--- config.mk ---
export PLATFORM = sky130hd
export DESIGN_NAME = pc_stack_ctrl
export DESIGN_NICKNAME = d
export VERILOG_FILES = /design/src/rtl/pc_stack_ctrl.sv
export SDC_FILE = /design/constraint.sdc
export NUM_CORES = 1
export LEC_CHECK = 0
export CORE_MARGIN = 2
export CORE_UTILIZATION = 57
export CTS_CLUSTER_DIAMETER = 30
export CTS_CLUSTER_SIZE = 20
export DETAILED_ROUTE_END_ITERATION = 16
export GPL_TIMING_DRIVEN = 0
export PLACE_DENSITY_LB_ADDON = 0.3
export SLEW_MARGIN = 20
export SYNTH_ARGS = -nofsm -noshare
export SYNTH_HDL_FRONTEND = slang
export SYNTH_SLANG_ARGS = --single-unit
--- constraint.sdc ---
create_clock -name clk -period 5.1 [get_ports clk]
set_input_delay 0.765 -clock clk [delete_from_list [all_inputs] [get_ports clk]]
set_output_delay 0.765 -clock clk [all_outputs]
set_load 0.05 [all_outputs]
--- src/rtl/pc_stack_ctrl.sv ---
// pc_stack_ctrl
// Control-flow sequencer that sits between the instruction decoder and the
// program counter. It keeps a hardware return-address stack for CALL/RET,
// injects a single-level interrupt, and returns from it with RETI.
//
// Ports
//   clk, rst              clock, synchronous active-high reset
//   PC_count              current PC value from pc
//   jmp_req/jmp_addr      decoded JMP and its target
//   call_req/call_addr    decoded CALL and its target
//   ret_req, reti_req     decoded RET / RETI
//   ie_set, ie_clr        EI / DI (clear wins)
//   irq                   external interrupt request, level
//   skok_pc, skok_pc_stos, adres_skok_pc, adres_skok_pc_stos, reti_int_en
//                         jump controls for pc (combinational, same-cycle)
//   int_flush             decoder must drop the instruction at PC_count
//   in_isr, gie           handler active / global interrupt enable
//   sp, stack_full, stack_empty, stack_err
//                         stack occupancy, status and sticky error flag
module pc_stack_ctrl #(
    parameter int             W       = 8,
    parameter int             DEPTH   = 8,
    parameter logic [W-1:0]   INT_VEC = 'h01
) (
    input  logic                       clk,
    input  logic                       rst,
    input  logic [W-1:0]               PC_count,
    input  logic                       jmp_req,
    input  logic [W-1:0]               jmp_addr,
    input  logic                       call_req,
    input  logic [W-1:0]               call_addr,
    input  logic                       ret_req,
    input  logic                       reti_req,
    input  logic                       ie_set,
    input  logic                       ie_clr,
    input  logic                       irq,
    output logic                       skok_pc,
    output logic                       skok_pc_stos,
    output logic [W-1:0]               adres_skok_pc,
    output logic [W-1:0]               adres_skok_pc_stos,
    output logic                       reti_int_en,
    output logic                       int_flush,
    output logic                       in_isr,
    output logic                       gie,
    output logic [$clog2(DEPTH):0]     sp,
    output logic                       stack_full,
    output logic                       stack_empty,
    output logic                       stack_err
);

    localparam int AW  = $clog2(DEPTH);
    localparam int SPW = AW + 1;

    typedef enum logic {RUN = 1'b0, ISR = 1'b1} state_t;

    state_t             state_reg, state_next;
    logic [W-1:0]       mem [DEPTH];
    logic [SPW-1:0]     sp_reg;
    logic               gie_reg;
    logic               irq_pend_reg;
    logic               stack_err_reg;

    logic [SPW-1:0]     sp_dec;
    logic [AW-1:0]      top_idx;
    logic               is_full;
    logic               is_empty;
    logic               push;
    logic               pop;
    logic               err_set;
    logic               take_int;

    assign sp_dec   = sp_reg - SPW'(1);
    assign top_idx  = sp_dec[AW-1:0];
    assign is_full  = (sp_reg == SPW'(DEPTH));
    assign is_empty = (sp_reg == '0);

    assign in_isr      = (state_reg == ISR);
    assign gie         = gie_reg;
    assign sp          = sp_reg;
    assign stack_full  = is_full;
    assign stack_empty = is_empty;
    assign stack_err   = stack_err_reg;

    // Decision logic: at most one action per cycle, RETI > RET > CALL > JMP
    // > interrupt entry. A faulting request still owns the cycle, so lower
    // priority requests are not promoted in its place.
    always_comb begin
        skok_pc            = 1'b0;
        skok_pc_stos       = 1'b0;
        adres_skok_pc      = '0;
        adres_skok_pc_stos = '0;
        reti_int_en        = 1'b0;
        int_flush          = 1'b0;
        push               = 1'b0;
        pop                = 1'b0;
        err_set            = 1'b0;
        take_int           = 1'b0;
        state_next         = state_reg;

        if (!rst) begin
            adres_skok_pc_stos = is_empty ? '0 : mem[top_idx];
            if (reti_req) begin
                // Underflowing RETI still leaves the handler.
                state_next = RUN;
                if (!is_empty) begin
                    skok_pc      = 1'b1;
                    skok_pc_stos = 1'b1;
                    reti_int_en  = 1'b1;
                    pop          = 1'b1;
                end else begin
                    err_set = 1'b1;
                end
            end else if (ret_req) begin
                if (!is_empty) begin
                    skok_pc      = 1'b1;
                    skok_pc_stos = 1'b1;
                    pop          = 1'b1;
                end else begin
                    err_set = 1'b1;
                end
            end else if (call_req) begin
                if (!is_full) begin
                    skok_pc       = 1'b1;
                    adres_skok_pc = call_addr;
                    push          = 1'b1;
                end else begin
                    err_set = 1'b1;
                end
            end else if (jmp_req) begin
                skok_pc       = 1'b1;
                adres_skok_pc = jmp_addr;
            end else if (irq_pend_reg && gie_reg && (state_reg == RUN) && !is_full) begin
                // The instruction at PC_count is squashed and its address
                // saved, so it re-executes after RETI (which skips the +1).
                take_int      = 1'b1;
                skok_pc       = 1'b1;
                adres_skok_pc = INT_VEC;
                int_flush     = 1'b1;
                push          = 1'b1;
                state_next    = ISR;
            end
        end
    end

    always_ff @(posedge clk) begin
        if (rst) begin
            state_reg <= RUN;
        end else begin
            state_reg <= state_next;
        end
    end

    always_ff @(posedge clk) begin
        if (rst) begin
            sp_reg        <= '0;
            gie_reg       <= 1'b0;
            irq_pend_reg  <= 1'b0;
            stack_err_reg <= 1'b0;
            for (int i = 0; i < DEPTH; i++) begin
                mem[i] <= '0;
            end
        end else begin
            if (push) begin
                mem[sp_reg[AW-1:0]] <= PC_count;
                sp_reg              <= sp_reg + SPW'(1);
            end else if (pop) begin
                sp_reg <= sp_dec;
            end
            if (err_set) begin
                stack_err_reg <= 1'b1;
            end
            if (ie_clr) begin
                gie_reg <= 1'b0;
            end else if (ie_set) begin
                gie_reg <= 1'b1;
            end
            // Entry beats a simultaneous irq; a still-high level re-pends
            // on the following cycle.
            if (take_int) begin
                irq_pend_reg <= 1'b0;
            end else if (irq) begin
                irq_pend_reg <= 1'b1;
            end
        end
    end

endmodule

==> key figures <==
Setup path
  • Crit path kind: reg2out
  • CP max FO: 10
  • Req. time, crit path: 4.34 ns
  • Crit path arrival time: 3.35 ns
  • Crit path to: adres_skok_pc_stos[1]
  • R2R depth: 6
  • Crit path largest cell delay: between 0.8 and 0.9 ns
  • CP most frequent cell: buf_2
  • Worst setup SP type: register
  • CP Cell Sequence: inv_1 -> ha_1 -> buf_2 -> buf_2 -> mux4_2 -> nand2_1 -> a21oi_1 -> clkdlybuf4s50_1
  • Critical path origin: sp[1]
  • Critical R2R Launch: sp[1]
  • Critical path endpoint category: output pin
  • Critical R2R Capture: mem[5][6]
  • Slowest-stage cell, CP: clkdlybuf4s50_1
  • R2R setup slack: ~2.2 ns

Global routing
  • GRT overflow: 0
  • Vias in the first global route: 2505
  • Total GRT Usage: 0.240
  • First-pass GRT wire length: 12.7 mm
  • Largest net degree at the start of global routing: 13
  • Initial antenna violation count: 0

Timing
  • Peak Freq: ~240 MHz
  • Worst Skew: roughly 0.005 ns
  • Tcrit/Tclk final: 0.808
  • Slew @ Worst Pin: 0.654 ns
  • Slew HR: 0.562
  • Unrepaired setup endpoints after global routing: no
  • Slew Limit Fails: 0
  • Setup TNS Final: 0 ns
  • Min Clock Period, post-route: 4.12 ns
  • Final Hold Vio Count: 0
  • Final setup fails: 0

Synthesis
  • Flops & latches, synth: 72
  • Synth Warn #: 0
  • EDFF count, synth: 64
  • Sequential cell area fraction in the yosys report: 0.572
  • Mean Syn Cell Area: 13.2 um^2
  • Main flop type after synthesis: edfxtp_1
  • Async set-reset flop share out of synthesis: 0
  • Netlist Area Pre-Place: 0.00364 mm^2
  • Syn nets: 311
  • Yosys cell types: 39
  • Gate Count Post-Synth: approximately 280

CTS
  • Num CTS Buffers: 9
  • CTS max path bufs: 2
  • Clk slew on worst S/H paths: 0.07 ns
  • Post-CTS Repair Setup Buffers: 0
  • Clk sinks: 72
  • Htree depth: 3
  • CTS resizes: 0
  • CTS tree: done
  • Clk_lat worst skew: between 0.3 and 0.4 ns
  • CTS Hold Bufs: 0
  • Clock root buffer: clkbuf_8

Place
  • Routability cong.: between 0.8 and 0.9
  • DP Cell Count: approximately 410
  • DP HPWL: around 5.5 mm
  • Placed inst area: 0.00434 mm^2
  • PortBufs: 61

Layout
  • Area grow syn2layout: 25.2%
  • Layout cells sized above 1: 0.150
  • FILL cells: 394
  • Commonest cells after routing, fill and taps aside: and2_1 (64), edfxtp_1 (64), clkdlybuf4s50_1 (61)
  • Design Area, Final: 0.00455 mm^2
  • N_diodes: 0
  • Cell Count, Final, Fillers Out: 430
  • Nets: 383
  • Max reg flops: 64

Drt
  • DRC: 0
  • DRT Pass-1 Iters: 4
  • DR iter-0 viols: approximately 170
  • WL/cell: 18.6 um
  • Vias: ~2500
  • Vias per inst: roughly 5.7
  • DRT Wirelength: 7.98 mm
  • Post-route ant nets: 0

Power and ir drop
  • PD cells: 456 mW/mm^2
  • Net Sw Frac: 0.385
  • Combinational group share of total power: 0.424
  • P_int: 0.00128 W
  • Switch Pwr: ~0.0008 W
  • Peak VDD IR: 0.382 mV
  • Leak: 1.67 nW
  • Sequential Power Share: 0.345
  • Clock power frac: 0.231

Floorplanning
  • Die area: between 0.007 and 0.008 mm^2
  • Starting density of the core: 0.579
  • Die height: 83.9 um
  • Placeable Area: 0.00628 mm^2
  • Die X: 83.9 um
  • Site Rows: 29
  • I/O pins: 62

Hold path
  • Hold crit path type: reg2reg

Status
  • Status: finished, final reports clean

Run
  • MaxCap Viol Count: 0
-- logic make-up after synthesis --
group,Yosys count,share of synthesized area
buf+inv,19,0.0279
xor+xnor,2,0.00482
fa+ha+maj,2,0.00688
compound gates,27,0.0554
simple gates,134,0.223
flops,72,0.572
mux,20,0.110
-- how the worst min path moves through the flow --
stage | endpoint | start | slack [ns] | depth (start not counted)
2_1_floorplan | irq_pend_reg | irq_pend_reg | 0.48 | 2
3_3_place_gp | stack_err | stack_err | 0.46 | 1
3_5_place_dp | stack_err | stack_err | 0.46 | 1
4_1_cts | stack_err | stack_err | 0.48 | 1
5_1_grt | stack_err | stack_err | 0.53 | 1
6_report | stack_err | stack_err | 0.47 | 1
-- cell type report --
class | count | area, um^2 | area share
Sequential cell | 72 | 2080 | 0.457
Multi-Input combinational cell | 185 | 1450 | 0.319
Timing Repair Buffer | 61 | 611 | 0.134
Clock buffer | 9 | 124 | 0.0272
Tap cell | 77 | 96.3 | 0.0212
Clock inverter | 7 | 86.3 | 0.0190
Buffer | 14 | 82.6 | 0.0181
Inverter | 5 | 18.8 | 0.00412
-- metrics by stage --
| step | hold slack (ns) | total power, W | utilization | worst slack (ns) |
|---|---|---|---|---|
| floorplan | 0.481 | 0.00134 | - | 1.53 |
| global placement | 0.458 | 0.00160 | 0.692 | 1.33 |
| detailed placement | 0.463 | 0.00161 | 0.692 | 1.31 |
| CTS | 0.479 | 0.00208 | 0.726 | 0.966 |
| global route | 0.525 | 0.00216 | 0.726 | 0.823 |
| finish | 0.473 | 0.00208 | 0.726 | 0.980 |
-- cells in the mapped netlist (3+ instances only) --
master,number,area [um^2]
dfxtp_1,8,160
nor2_1,15,56.3
nor3_1,8,40.0
mux2i_1,4,40.0
inv_1,3,11.3
buf_2,6,30.0
mux4_2,16,360
nand2_1,21,78.8
nor3_2,3,30.0
edfxtp_1,64,1920
and2_1,64,400
clkbuf_1,4,15.0
or2_1,9,56.3
and3_1,3,18.8
a21oi_1,9,45.0
a22oi_1,8,60.1
-- critical path: cells and delay by family, from the launching register on --
kind / cells / cell delay, ns
buffers and inverters: 4 / 1.61
flip-flops: 1 / 0.54
adder cells (fa/ha/maj): 1 / 0.32
multiplexers: 1 / 0.25
AO/OA/AOI/OAI: 1 / 0.23
AND/OR/NAND/NOR: 1 / 0.06
-- metal layers --
layer | vias to the layer above | GRT usage | wire, um
li1 | 1160 | - | -
met1 | 1194 | 0.303 | 3260
met2 | 99 | 0.402 | 3970
met3 | 18 | 0.0544 | 532
met4 | 0 | 0.0953 | 227
met5 | - | 0 | 0
-- power groups by stage --
stage	sequential (W)	combinational, W	clock, W
2_1_floorplan	0.000777	0.000561	0
3_3_place_gp	0.000727	0.000870	0
3_5_place_dp	0.000730	0.000879	0
6_report	0.000717	0.000880	0.000480
5_1_grt	0.000721	0.000939	0.000500
4_1_cts	0.000717	0.000882	0.000482
No activity file was read; power rests on OpenSTA's default activity.
